## config.mk

```make
export PLATFORM = sky130hd
export DESIGN_NAME = cpu_phase_sequencer_flat
export DESIGN_NICKNAME = d
export VERILOG_FILES = /design/src/rtl/cpu_phase_sequencer_if.sv /design/src/rtl/cpu_phase_sequencer.sv /design/src/flat_wrapper.sv
export SDC_FILE = /design/constraint.sdc
export NUM_CORES = 1
export LEC_CHECK = 0
export CAP_MARGIN = 20
export CORE_MARGIN = 8
export CORE_UTILIZATION = 25
export CTS_CLUSTER_DIAMETER = 200
export DETAILED_ROUTE_END_ITERATION = 7
export GPL_TIMING_DRIVEN = 0
export MAX_ROUTING_LAYER = met4
export PLACE_DENSITY = 0.51
export SYNTH_ARGS = -nofsm -noshare
export SYNTH_HDL_FRONTEND = slang
export SYNTH_SLANG_ARGS = --single-unit
```

## constraint.sdc

```tcl
create_clock -name clk -period 3.2 [get_ports clk]
set_clock_uncertainty 0.2 [all_clocks]
set_input_delay 0.64 -clock clk [delete_from_list [all_inputs] [get_ports clk]]
set_output_delay 0.64 -clock clk [all_outputs]
set_load 0.03 [all_outputs]
```

## src/rtl/cpu_phase_sequencer_if.sv

```systemverilog
// rtl/cpu_phase_sequencer_if.sv - board-side and datapath-side signal bundle for the phase sequencer
interface cpu_phase_sequencer_if #(
    parameter int PHASE_W = 3,
    parameter int COUNT_W = 32
);
    logic [1:0]         mode;
    logic               step_btn;
    logic [31:0]        bp_addr;
    logic [31:0]        pc;
    logic [PHASE_W-1:0] phase;
    logic               cpu_clk;
    logic               pc_en;
    logic               reg_en;
    logic               instr_done;
    logic               halted;
    logic [COUNT_W-1:0] instr_count;

    // Board / datapath side: drives controls and the current PC, observes sequencing.
    modport master (
        output mode, step_btn, bp_addr, pc,
        input  phase, cpu_clk, pc_en, reg_en, instr_done, halted, instr_count
    );

    // Sequencer side.
    modport slave (
        input  mode, step_btn, bp_addr, pc,
        output phase, cpu_clk, pc_en, reg_en, instr_done, halted, instr_count
    );
endinterface

```

## src/rtl/cpu_phase_sequencer.sv

```systemverilog
// rtl/cpu_phase_sequencer.sv - multi-phase instruction sequencer with run/step/halt/breakpoint modes
module cpu_phase_sequencer #(
    parameter int PHASES          = 8,
    parameter int PHASE_W         = 3,
    parameter int CLK_BIT         = 1,
    parameter int PC_PHASE        = 1,
    parameter int WB_PHASE        = 6,
    parameter int DEBOUNCE_CYCLES = 1000000,
    parameter int COUNT_W         = 32
) (
    input  logic                 clk,
    input  logic                 rst_a,
    cpu_phase_sequencer_if.slave bus
);
    localparam int DB_W = (DEBOUNCE_CYCLES > 1) ? $clog2(DEBOUNCE_CYCLES) : 1;
    localparam logic [DB_W-1:0]    DB_LAST = DB_W'(DEBOUNCE_CYCLES - 1);
    localparam logic [PHASE_W-1:0] LAST_PH = PHASE_W'(PHASES - 1);
    localparam logic [PHASE_W-1:0] PC_PH   = PHASE_W'(PC_PHASE);
    localparam logic [PHASE_W-1:0] WB_PH   = PHASE_W'(WB_PHASE);

    localparam logic [1:0] MODE_RUN  = 2'b00;
    localparam logic [1:0] MODE_STEP = 2'b01;
    localparam logic [1:0] MODE_HALT = 2'b10;
    localparam logic [1:0] MODE_BRK  = 2'b11;

    typedef enum logic [1:0] {
        S_WAIT = 2'd0,
        S_EXEC = 2'd1,
        S_BRK  = 2'd2
    } state_t;

    state_t             state_q;
    state_t             state_d;
    logic [PHASE_W-1:0] phase_q;
    logic [COUNT_W-1:0] count_q;
    logic               bp_skip_q;

    logic               btn_meta;
    logic               btn_sync;
    logic               btn_acc;
    logic [DB_W-1:0]    db_cnt;
    logic               press;
    logic               instr_end;

    // Two-flop synchroniser, then accept a new level only after it has been stable long enough.
    always_ff @(posedge clk or negedge rst_a) begin
        if (!rst_a) begin
            btn_meta <= 1'b0;
            btn_sync <= 1'b0;
            btn_acc  <= 1'b0;
            db_cnt   <= '0;
        end else begin
            btn_meta <= bus.step_btn;
            btn_sync <= btn_meta;
            if (btn_sync == btn_acc) begin
                db_cnt <= '0;
            end else if (db_cnt == DB_LAST) begin
                btn_acc <= btn_sync;
                db_cnt  <= '0;
            end else begin
                db_cnt <= db_cnt + DB_W'(1);
            end
        end
    end

    // Press fires in the cycle the accepted level is about to rise; releases are ignored.
    assign press     = btn_sync & ~btn_acc & (db_cnt == DB_LAST);
    assign instr_end = (state_q == S_EXEC) && (phase_q == LAST_PH);

    // State, phase, retired count and the one-shot breakpoint bypass.
    always_ff @(posedge clk or negedge rst_a) begin
        if (!rst_a) begin
            state_q   <= S_WAIT;
            phase_q   <= '0;
            count_q   <= '0;
            bp_skip_q <= 1'b0;
        end else begin
            state_q <= state_d;
            phase_q <= (state_q == S_EXEC) ? phase_q + PHASE_W'(1) : '0;
            if (instr_end) begin
                count_q <= count_q + COUNT_W'(1);
            end
            // An instruction released from BRK must not stop again on its own boundary.
            if (state_q == S_BRK && state_d == S_EXEC) begin
                bp_skip_q <= 1'b1;
            end else if (instr_end) begin
                bp_skip_q <= 1'b0;
            end
        end
    end

    // Next state: modes only take effect at instruction boundaries while executing.
    always_comb begin
        state_d = state_q;
        case (state_q)
            S_WAIT: begin
                if (bus.mode == MODE_RUN || bus.mode == MODE_BRK) begin
                    state_d = S_EXEC;
                end else if (bus.mode == MODE_STEP && press) begin
                    state_d = S_EXEC;
                end
            end
            S_EXEC: begin
                if (phase_q == LAST_PH) begin
                    case (bus.mode)
                        MODE_RUN:  state_d = S_EXEC;
                        MODE_STEP: state_d = S_WAIT;
                        MODE_HALT: state_d = S_WAIT;
                        default:   state_d = (bus.pc == bus.bp_addr && !bp_skip_q) ? S_BRK : S_EXEC;
                    endcase
                end
            end
            S_BRK: begin
                if (bus.mode != MODE_BRK) begin
                    state_d = S_WAIT;
                end else if (press) begin
                    state_d = S_EXEC;
                end
            end
            default: state_d = S_WAIT;
        endcase
    end

    // Datapath strobes decode from registered state and phase; all low while stopped.
    always_comb begin
        bus.phase       = phase_q;
        bus.instr_count = count_q;
        bus.halted      = (state_q != S_EXEC);
        bus.pc_en       = (state_q == S_EXEC) && (phase_q == PC_PH);
        bus.reg_en      = (state_q == S_EXEC) && (phase_q == WB_PH);
        bus.cpu_clk     = (state_q == S_EXEC) && phase_q[CLK_BIT];
        bus.instr_done  = instr_end;
    end
endmodule
```

## src/flat_wrapper.sv

```systemverilog
// flat-port wrapper written by rule: the top's interface ports become plain ports
module cpu_phase_sequencer_flat 
#(
    parameter int PHASES          = 8,
    parameter int PHASE_W         = 3,
    parameter int CLK_BIT         = 1,
    parameter int PC_PHASE        = 1,
    parameter int WB_PHASE        = 6,
    parameter int DEBOUNCE_CYCLES = 1000000,
    parameter int COUNT_W         = 32
)
  (clk, rst_a, bus_mode, bus_step_btn, bus_bp_addr, bus_pc, bus_phase, bus_cpu_clk, bus_pc_en, bus_reg_en, bus_instr_done, bus_halted, bus_instr_count);
  cpu_phase_sequencer_if #(.PHASE_W(PHASE_W), .COUNT_W(COUNT_W)) bus_i ();
  input  logic clk;
  input  logic rst_a;
  input wire logic [$bits(bus_i.mode)-1:0] bus_mode;
  input wire logic [$bits(bus_i.step_btn)-1:0] bus_step_btn;
  input wire logic [$bits(bus_i.bp_addr)-1:0] bus_bp_addr;
  input wire logic [$bits(bus_i.pc)-1:0] bus_pc;
  output wire logic [$bits(bus_i.phase)-1:0] bus_phase;
  output wire logic [$bits(bus_i.cpu_clk)-1:0] bus_cpu_clk;
  output wire logic [$bits(bus_i.pc_en)-1:0] bus_pc_en;
  output wire logic [$bits(bus_i.reg_en)-1:0] bus_reg_en;
  output wire logic [$bits(bus_i.instr_done)-1:0] bus_instr_done;
  output wire logic [$bits(bus_i.halted)-1:0] bus_halted;
  output wire logic [$bits(bus_i.instr_count)-1:0] bus_instr_count;
  assign bus_i.mode = bus_mode;
  assign bus_i.step_btn = bus_step_btn;
  assign bus_i.bp_addr = bus_bp_addr;
  assign bus_i.pc = bus_pc;
  assign bus_phase = bus_i.phase;
  assign bus_cpu_clk = bus_i.cpu_clk;
  assign bus_pc_en = bus_i.pc_en;
  assign bus_reg_en = bus_i.reg_en;
  assign bus_instr_done = bus_i.instr_done;
  assign bus_halted = bus_i.halted;
  assign bus_instr_count = bus_i.instr_count;
  cpu_phase_sequencer #(.PHASES(PHASES), .PHASE_W(PHASE_W), .CLK_BIT(CLK_BIT), .PC_PHASE(PC_PHASE), .WB_PHASE(WB_PHASE), .DEBOUNCE_CYCLES(DEBOUNCE_CYCLES), .COUNT_W(COUNT_W)) u_core (.clk(clk), .rst_a(rst_a), .bus(bus_i));
endmodule
```

Word-level counts from Yosys, hierarchy flattened
Cells that the tools add are included.

operators by class
  $add $sub $neg = 3
  $mul = 0
  divide/modulo/power cells = 0
  magnitude comparators = 0
  equal/unequal tests = 14
  shifts and indexed selects = 0
  muxes and demuxes = 13
  bitwise logic cells = 4
  reduce and logical (&&, ||, !) cells = 14

operator list
  cell                   count
  $mux 20                2
  $add 32x1->32 const B  1
  $eq 32x32->1           1
  $add 20x1->20 const B  1
  $eq 20x20->1 const B   1
  $mux 2                 6
  $logic_and 1x1->1      7
  $eq 2x1->1 const B     3
  $eq 2x2->1 const B     3
  $eq 3x3->1 const B     2
  $pmux 2 s3             1
  $logic_not 2->1        2
  $pmux 2 s2             1
  $add 3x1->3 const B    1
  $eq 3x1->1 const B     1
  $mux 3                 1
  $and 1x1->1            2
  $mux 1                 2
  $ne 2x1->1 const B     1
  $ne 2x2->1 const B     1
  $not 1->1              2
  $reduce_and 2->1       1
  $reduce_bool 2->1      1
  $reduce_or 2->1        1
  3 further kinds        3

word-level totals
  register bits = 61
  bits in latches = 0
  RAM bits = 0
  memory bits (read-only) = 0
  output and inout port bits = 40
  logic and storage cells = 56
  memories kept = 0

Longest topological paths before layout
Gate-level depths: netlist of the first run.

  depth after elaboration = 10
  gate-level depth with buffers = 7
  depth with buffers taken out = 7

Worst setup path after synthesis of the first run
Ideal clock, no wire load.

  path type = reg-to-reg
  from = register u_core.phase_q[0], in the netlist u_core.bus.phase[0]
  to = register u_core.count_q[23], in the netlist u_core.bus.instr_count[23]
  setup time = 0.077 ns
  arrival = 2.239 ns
  data required time = 2.923 ns
  slack = 0.684 ns
  cell stages (with the launch flop) = 8
  path buffers = 0
  period minus slack after synthesis = 2.516 ns
  cell sequence = dfrtp_1 -> ha_1 -> ha_1 -> nand3b_4 -> or4_4 -> nor3_4 -> and4_4 -> xor2_2

between the ends
  longest elaborated chain between the ends = 2

ends and longest elaborated chain
  what                    RTL line                   source
  from (decl)             cpu_phase_sequencer.sv:34  logic [PHASE_W-1:0] phase_q;
  from (signal assigned)  cpu_phase_sequencer.sv:79  phase_q <= (state_q == S_EXEC) ? phase_q + PHASE_W'(1) : '0;
  $eq 3x3->1              cpu_phase_sequencer.sv:68  assign instr_end = (state_q == S_EXEC) && (phase_q == LAST_PH);
  $logic_and 1x1->1       cpu_phase_sequencer.sv:68
  to (signal assigned)    cpu_phase_sequencer.sv:81  count_q <= count_q + COUNT_W'(1);
  to (decl)               cpu_phase_sequencer.sv:35  logic [COUNT_W-1:0] count_q;

No other way between the ends.
A chain may end at the register's enable or synchronous reset.

Worst setup path in the final report of the first run
  from = register u_core.phase_q[0], in the netlist u_core.bus.phase[0]
  to = output bus_instr_done

between the ends
  longest elaborated chain between the ends = 2

ends and longest elaborated chain
  what               RTL line                   source
  $eq 3x3->1         cpu_phase_sequencer.sv:68
  $logic_and 1x1->1  cpu_phase_sequencer.sv:68
  to (decl)          flat_wrapper.sv:24         output wire logic [$bits(bus_i.instr_done)-1:0] bus_instr_done;

No other way between the ends.

==> impl_metrics.json, run 1 <==
{
  "report.final.setup_viol": 0,
  "ioPinCount": 109,
  "drt_pass1_iterations": 4,
  "clk_latency_ps": 320,
  "cts.path.max_buffers": 2,
  "cp-start-kind": "flop",
  "rsz0062_at_grt": "no",
  "port_buffers": 108,
  "drv_slew": 0,
  "synth-seq-cells": 61,
  "nets": 512,
  "core_area_um2": 12700,
  "synth.avg_cell_area_um2": 10.4,
  "h-tree-depth": 3,
  "drive_gt1_share_pct": 7.55,
  "post_drt_wl_per_cell_um": 13.4,
  "synthDominantCellAreaShare_pct": 47.0,
  "grt_overflow": 0,
  "clkTransAtPathRegs_ps": 50,
  "cpMaxStageDelayCell": "clkdlybuf4s50_1",
  "cts_setup_buffers": 0,
  "synth_largest_area_cell": "dfrtp_1",
  "syn_inst": 313,
  "rows": 41,
  "cts_resized": 0,
  "path_cells": "ha_1 -> ha_1 -> nand3b_4 -> inv_1 -> clkdlybuf4s50_1",
  "p_leak_nw": 2.04,
  "fin_crit_ps": 3010,
  "start_util_pct": 25.7,
  "final_util_pct": 38.2,
  "gp_congestion": 0.775,
  "cpMostUsedCell": "ha_1",
  "tns_ps": 0,
  "drtAntennaViolNets": 0,
  "vias": 2633,
  "dieArea_um2": 16900,
  "worst-path-max-fanout": 10,
  "post-synth-top-count-cell": "dfrtp_1",
  "numCtsBuffers": 9,
  "place_ws_ps": 516,
  "grt_pass1_vias": 2885,
  "synth_edf_count": 0,
  "vias_per_cell": 4.32,
  "yosys-top-cells-count": "61 x dfrtp_1, 43 x xor2_1, 37 x xnor2_1",
  "drt-initial-drc-count": 70,
  "ir_drop_v": 0.000291,
  "max_slew.worst_pin.slew_ps": 794,
  "relSlewSlack_pct": 47.1,
  "grt.total_usage_pct": 10.7,
  "power.density_nw_per_um2": 505,
  "yosysUniqueCellTypes": 36,
  "cap_violations": 0,
  "seq_area_frac_synth_pct": 47.0,
  "area.growth.synth_to_final_pct": 49.1,
  "route.detailed.drc": 0,
  "grt_max_degree": 62,
  "die_h_um": 130,
  "fillers": 1316,
  "cts_tree": "yes",
  "grt_pass1_wl_mm": 13.8,
  "diodes": 0,
  "critPathCaptureType": "primary output",
  "ys_top_cells_by_area": "dfrtp_1 47%, xor2_1 12%, xnor2_1 10%",
  "fmax_mhz": 332,
  "cp.arrival_ps": 2170,
  "die_w_um": 130,
  "totalWireLength_mm": 8.19,
  "synthArstFlopShare_pct": 100,
  "hpwl_mm": 6.56,
  "cp.required_ps": 2360,
  "total_power_mw": 2.44,
  "syn_area_um2": 3250,
  "critical_path_class": "flop to primary output",
  "cpPeakStageDelay_ps": 730,
  "antenna_found_initial": 0,
  "hold_violations": 0,
  "cts_hold_buf": 0,
  "finalWorstSetupSlack_ps": 189,
  "ys.flop_type": "dfrtp_1",
  "synthesis.nets": 393,
  "cts_root_buffer": "clkbuf_16",
  "ys_warn_count": 0,
  "hp-class": "flop to flop",
  "run_status": "finished clean",
  "cts.sinks": 61,
  "post-route-period-util_pct": 94.1
}
[final timing paths]
check / start / end / slack, ps / depth (start not counted)
worst min register to register: u_core.btn_meta / u_core.btn_sync / 150 / 0
min in group asynchronous: rst_a / u_core.db_cnt[3] / 180 / 1
worst max-delay path: u_core.bus.phase[0] / bus_instr_done / 190 / 5
worst max register to register: u_core.bus.phase[0] / u_core.bus.instr_count[23] / 670 / 7
max in group asynchronous: rst_a / u_core.bus.instr_count[26] / 2070 / 1
worst min-delay path: u_core.btn_meta / u_core.btn_sync / 150 / 0
[per-layer routing]
metal | vias to the layer above | GRT usage [%] | share of wire [%]
met1 | 1237 | 13.0 | 46
met3 | 9 | 4.37 | 9.6
met5 | - | - | 0
met2 | 94 | 15.2 | 42
li1 | 1293 | - | -
met4 | 0 | 5.12 | 1.7
[layout by cell type (no fill, tap or decap), types with 2 or more instances in the layout]
cell             count
buf_4                3
nor3_4               2
o21ai_0              3
nand4_1             12
nor4_1              11
xor2_1              43
nand2_1             26
inv_1               13
clkinvlp_4           3
nand3_1             19
and4_1               4
xnor2_1             37
ha_1                11
nor2_1              35
nor3_1               6
clkdlybuf4s50_1    107
clkbuf_16            9
and3_1               6
clkinv_2             2
dfrtp_1             61
or2_2                3
[critical path: cells and delay by family, from the launching register on]
| family | cells | cell delay [ps] |
|---|---|---|
| buffers and inverters | 2 | 890 |
| flip-flops | 1 | 420 |
| AND/OR/NAND/NOR | 1 | 160 |
| adder cells (fa/ha/maj) | 2 | 380 |
[where the power goes]
group	switching (mW)	internal, mW	leakage (nW)
combinational	0.320	0.275	1.07
sequential	0.0633	0.823	0.829
clock	0.343	0.620	0.140
total	0.727	1.72	2.04
[sequential cells by signal, indices dropped and copies added, names as in the netlist]
register,cells
u_core.bus.phase,3
u_core.bus.instr_count,32
u_core.btn_sync,1
u_core.state_q,2
u_core.db_cnt,20
u_core.bp_skip_q,1
u_core.btn_meta,1
u_core.btn_acc,1
[stage by stage]
stage | cell area, µm² | std cells | hold slack, ps
after detailed placement | 4540 | 593 | 140
after global placement | 4550 | 593 | 141
after CTS | 4850 | 609 | 154
after floorplan | 3250 | 313 | 131
after global routing | 4850 | 609 | 155
final | 4850 | 609 | 149
[layout make-up]
class                           instances  area [µm²]  share of cell area, %
Timing Repair Buffer                  108        1080                   22.3
Clock inverter                          6        62.6                   1.29
Tap cell                              172         215                   4.44
Buffer                                  2        15.0                  0.310
Multi-Input combinational cell        237        1660                   34.3
Clock buffer                           10         239                   4.93
Inverter                               13        48.8                   1.01
Sequential cell                        61        1530                   31.5
[cell families (layout without fill, tap and decap cells)]
| family | count (synthesis) | in the layout | synth area share (%) |
|---|---|---|---|
| buffers and inverters | 15 | 139 | 1.96 |
| muxes | 1 | 1 | 0.346 |
| AOI/OAI and AO/OA | 7 | 7 | 1.54 |
| adders and majority gates | 11 | 11 | 4.23 |
| DFF | 61 | 61 | 47.0 |
| and+or+nand+nor | 137 | 137 | 22.9 |
| xor gates and xnor gates | 81 | 81 | 22.1 |
(Power assumes the default switching activity.)
==> inputs of run 2 (changes only) <==
--- a/config.mk
+++ b/config.mk
@@ -6,13 +6,15 @@
 export NUM_CORES = 1
 export LEC_CHECK = 0
 export CAP_MARGIN = 20
+export CELL_PAD_IN_SITES_DETAIL_PLACEMENT = 1
+export CELL_PAD_IN_SITES_GLOBAL_PLACEMENT = 2
 export CORE_MARGIN = 8
 export CORE_UTILIZATION = 25
 export CTS_CLUSTER_DIAMETER = 200
 export DETAILED_ROUTE_END_ITERATION = 7
 export GPL_TIMING_DRIVEN = 0
 export MAX_ROUTING_LAYER = met4
-export PLACE_DENSITY = 0.51
+export PLACE_DENSITY = 0.75
 export SYNTH_ARGS = -nofsm -noshare
 export SYNTH_HDL_FRONTEND = slang
 export SYNTH_SLANG_ARGS = --single-unit
==> run 2 against run 1 <==
Die area is the same. Worst hold slack is essentially flat. Non-clock buffer count is the same. First-iteration DRC count grew 27%. Total power grew 3.5%. Register-to-register slack lost 50 ps. Clock power grew 9%. Final cell count is the same.
==> impl_metrics.json, run 2 (synthesis gave the netlist of run 1 again) <==
{
  "grt_pass1_wl_mm": 15.1,
  "endpoint": "bus_instr_done",
  "final_util_pct": 38.5,
  "fin_area_um2": 4870,
  "ioPinCount": 109,
  "clkTransAtPathRegs_ps": 50,
  "drt_pass1_iterations": 4,
  "min_from": "u_core.btn_meta",
  "grt_pass1_vias": 2953,
  "cap_violations": 0,
  "largest_reg_flops": 32,
  "grt_overflow": 0,
  "r2r_end": "u_core.bus.instr_count[23]",
  "cp-startpoint": "u_core.bus.phase[0]",
  "area.growth.synth_to_final_pct": 50.0,
  "run_status": "finished clean",
  "start_util_pct": 25.7,
  "layout_common_cells": "106 x clkdlybuf4s50_1, 61 x dfrtp_1, 43 x xor2_1",
  "die_h_um": 130,
  "seq_area_um2": 1530,
  "p_leak_nw": 2.08,
  "die_w_um": 130,
  "vias_per_cell": 4.31,
  "finalWorstSetupSlack_ps": 182,
  "ir_drop_v": 0.000533,
  "numCtsBuffers": 9,
  "cpPeakStageDelay_ps": 700,
  "place_ws_ps": 482,
  "post-route-period-util_pct": 94.3,
  "power.density_nw_per_um2": 519,
  "layout.cells.non_filler": 609,
  "cp.required_ps": 2360,
  "r2r_cells": 7,
  "cts_resized": 0,
  "cts.sinks": 61,
  "grt_max_degree": 62,
  "rows": 41,
  "cts_setup_buffers": 0,
  "rsz0062_at_grt": "no",
  "drv_slew": 0,
  "hp-class": "flop to flop",
  "report.final.setup_viol": 0,
  "antenna_found_initial": 0,
  "path_cells": "ha_1 -> ha_1 -> nand3b_4 -> inv_1 -> clkdlybuf4s50_1",
  "fillers": 1435,
  "cts_root_buffer": "clkbuf_16",
  "hpwl_mm": 7.04,
  "fmax_mhz": 331,
  "cp-start-kind": "flop",
  "clk_latency_ps": 330,
  "cts.path.max_buffers": 2,
  "route.detailed.drc": 0,
  "cpMaxStageDelayCell": "clkdlybuf4s50_1",
  "diodes": 0,
  "post_drt_wl_per_cell_um": 14.8,
  "final_common_cell": "clkdlybuf4s50_1",
  "critPathCaptureType": "primary output",
  "cts_tree": "yes",
  "cpMostUsedCell": "ha_1",
  "hold_violations": 0,
  "dpl_cell_area_um2": 4540,
  "min_path_cells": 0,
  "cts_hold_buf": 0,
  "nets": 512,
  "gp_congestion": 0.706,
  "r2r_setup_slack_ps": 620,
  "worst-path-max-fanout": 10,
  "reg2reg_from": "u_core.bus.phase[0]",
  "drive_gt1_share_pct": 7.09,
  "core_area_um2": 12700,
  "dieArea_um2": 16900,
  "multi_input_area_um2": 1660,
  "port_buffers": 108,
  "cp.arrival_ps": 2180,
  "vias": 2627,
  "totalWireLength_mm": 8.99,
  "dp_cells": 593,
  "relSlewSlack_pct": 46.9,
  "drt-initial-drc-count": 89,
  "fin_crit_ps": 3020,
  "h-tree-depth": 3,
  "drtAntennaViolNets": 0,
  "max_slew.worst_pin.slew_ps": 796,
  "grt.total_usage_pct": 11.6,
  "critical_path_class": "flop to primary output"
}
[run 2: cell count changes in the layout (fill, tap and decap cells not counted), sizes merged]
cell	previous run	this run
clkinvlp	3	1
clkinv	2	0
bufinv	1	2
clkbuf	10	13
dlymetal6s2s	0	1
clkdlybuf4s50	107	106
[run 2: worst min path at each step]
stage | endpoint | slack, ps
6_report | u_core.btn_sync | 150
5_1_grt | u_core.btn_sync | 170
4_1_cts | u_core.btn_sync | 150
3_5_place_dp | u_core.btn_sync | 140
3_3_place_gp | u_core.btn_sync | 140
2_1_floorplan | u_core.btn_sync | 130
[run 2: worst max-delay path, delay by kind of cell (launching register included)]
| family | cells | cell delay, ps |
|---|---|---|
| fa+ha+maj | 2 | 390 |
| simple gates | 1 | 160 |
| flops | 1 | 420 |
| buf+inv | 2 | 870 |
[run 2: area by class of cell]
class | count | area share (%)
well taps | 172 | 4.41
clock inverters | 3 | 1.39
repair buffers | 108 | 22.2
clock buffers | 13 | 5.34
multi-input cells | 237 | 34.1
flip-flops and latches | 61 | 31.3
plain buffers | 2 | 0.308
inverters | 13 | 1.00
[run 2: layer usage]
layer | wire length [µm] | global-route usage (%) | part of all wire (%)
met5 | 0 | - | 0
met2 | 4830 | 20.0 | 54
met4 | 40 | 1.84 | 0.44
met3 | 297 | 3.51 | 3.3
met1 | 3820 | 13.3 | 43
[run 2: power breakdown]
part	internal [mW]	switching, mW
Combinational	0.275	0.309
Sequential	0.823	0.0702
Clock	0.724	0.330
[run 2: metrics by stage]
step           total power, mW  hold WS, ps  setup TNS, ps
6_report                  2.53          149              0
5_1_grt                   2.66          168              0
4_1_cts                   2.58          151              0
3_3_place_gp              1.48          137         -49660
2_1_floorplan             1.19          131              0
3_5_place_dp              1.50          139              0
==> inputs of run 3 (changes only) <==
--- a/config.mk
+++ b/config.mk
@@ -12,7 +12,6 @@
 export CORE_UTILIZATION = 25
 export CTS_CLUSTER_DIAMETER = 200
 export DETAILED_ROUTE_END_ITERATION = 7
-export GPL_TIMING_DRIVEN = 0
 export MAX_ROUTING_LAYER = met4
 export PLACE_DENSITY = 0.75
 export SYNTH_ARGS = -nofsm -noshare
==> run 3 against run 2 <==
First-iteration DRC count decreased by 10%. Worst hold slack improved by 36 ps. Combinational power about the same. Count of clock-buffer cells in the layout down 1. Largest power group unchanged. Critical path type unchanged. Die area stayed put. Wire length grew 1.0%. Highest routed layer unchanged. Via count up 0.95%. Critical path depth stayed put. Fmax increased by 2.4%. Global-route usage grew 0.072 points. Register-to-register slack better by 70 ps.
==> impl_metrics.json, run 3 (synthesis gave the netlist of run 1 again) <==
{
  "hold_violations": 0,
  "r2r_end": "u_core.bus.instr_count[23]",
  "cts.path.max_buffers": 2,
  "ioPinCount": 109,
  "cpMostUsedCell": "inv_1",
  "cap_violations": 0,
  "p_leak_nw": 2.04,
  "area.growth.synth_to_final_pct": 48.5,
  "final_common_cell": "clkdlybuf4s50_1",
  "drive_gt1_share_pct": 6.88,
  "report.final.setup_viol": 0,
  "critical_path.n_buffers_inverters": 3,
  "ir_drop_v": 0.000386,
  "drt-initial-drc-count": 80,
  "drt_pass1_iterations": 4,
  "cpMaxStageDelayCell": "clkdlybuf4s50_1",
  "clkTransAtPathRegs_ps": 50,
  "vias_per_cell": 4.36,
  "critical_path_class": "flop to primary output",
  "post-route-period-util_pct": 92.1,
  "diodes": 0,
  "grt_pass1_wl_mm": 15.0,
  "worst-path-max-fanout": 5,
  "run_status": "finished clean",
  "core_area_um2": 12700,
  "r2r_setup_slack_ps": 690,
  "cts_resized": 0,
  "r2r_cells": 7,
  "relSlewSlack_pct": 46.3,
  "drv_slew": 0,
  "cts_tree": "yes",
  "path_delay_family": "buffers and inverters",
  "numCtsBuffers": 9,
  "endpoint": "bus_pc_en",
  "path_cells": "inv_1 -> nor2_1 -> inv_1 -> nor3b_1 -> clkdlybuf4s50_1",
  "cp-start-kind": "flop",
  "grt_overflow": 0,
  "power.density_nw_per_um2": 504,
  "cp.arrival_ps": 2110,
  "cts.sinks": 61,
  "start_util_pct": 25.7,
  "total_power_mw": 2.43,
  "rows": 41,
  "h-tree-depth": 3,
  "cts_root_buffer": "clkbuf_16",
  "max_slew.worst_pin.slew_ps": 806,
  "route.detailed.drc": 0,
  "tns_ps": 0,
  "fin_crit_ps": 2950,
  "port_buffers": 108,
  "cts_hold_buf": 0,
  "vias": 2652,
  "die_w_um": 130,
  "post_drt_wl_per_cell_um": 14.9,
  "layout_common_cells": "107 x clkdlybuf4s50_1, 61 x dfrtp_1, 43 x xor2_1",
  "fmax_mhz": 339,
  "reg2reg_from": "u_core.bus.phase[0]",
  "cp-startpoint": "u_core.state_q[0]",
  "clk_latency_ps": 320,
  "hpwl_mm": 7.18,
  "antenna_found_initial": 0,
  "grt.total_usage_pct": 11.7,
  "rsz0062_at_grt": "no",
  "cts_setup_buffers": 0,
  "hp-class": "flop to flop",
  "grt_max_degree": 62,
  "die_h_um": 130,
  "totalWireLength_mm": 9.08,
  "grt_pass1_vias": 2970,
  "dieArea_um2": 16900,
  "cpPeakStageDelay_ps": 700,
  "cp.required_ps": 2360,
  "critPathCaptureType": "primary output",
  "fin_hold_ws_ps": 185,
  "drtAntennaViolNets": 0,
  "gp_congestion": 0.746,
  "largest_reg_flops": 32,
  "cp.depth": 5,
  "nets": 511
}
## run 3: metrics by stage
step | utilization, % | instances | cell area, µm² | setup WS (ps)
after floorplan | - | 313 | 3250 | 684
after global placement | 35.8 | 592 | 4530 | 616
after detailed placement | 35.8 | 592 | 4530 | 592
after CTS | 38.1 | 608 | 4830 | 224
after global routing | 38.1 | 608 | 4830 | 71.0
final | 38.1 | 608 | 4830 | 254
## run 3: final cells by class
type / count / area, µm²
sequential: 61 / 1530
clock buffer: 12 / 246
clock inverter: 4 / 47.5
tap: 172 / 215
multi-input combinational: 237 / 1660
inverter: 13 / 48.8
fill: 1437 / 7840
timing repair buffer: 109 / 1080
## run 3: report_power, final
| part | internal [mW] | leakage (nW) | switching, mW | total (mW) |
|---|---|---|---|---|
| sequential | 0.823 | 0.829 | 0.0671 | 0.890 |
| combinational | 0.276 | 1.07 | 0.308 | 0.584 |
| clock | 0.621 | 0.143 | 0.336 | 0.957 |
## run 3: worst min path at each step
stage	startpoint	end	depth (start not counted)
floorplan	u_core.btn_meta	u_core.btn_sync	0
global placement	u_core.btn_meta	u_core.btn_sync	0
detailed placement	u_core.btn_meta	u_core.btn_sync	0
CTS	u_core.btn_meta	u_core.btn_sync	0
global route	u_core.btn_meta	u_core.btn_sync	0
finish	u_core.btn_meta	u_core.btn_sync	0
## run 3: per-layer routing
layer	track usage (%)	vias up	share of wire, %
met3	2.77	10	2.6
met4	4.37	0	1.8
met2	20.1	37	53
met1	13.0	1314	42
met5	-	-	0
li1	-	1291	-
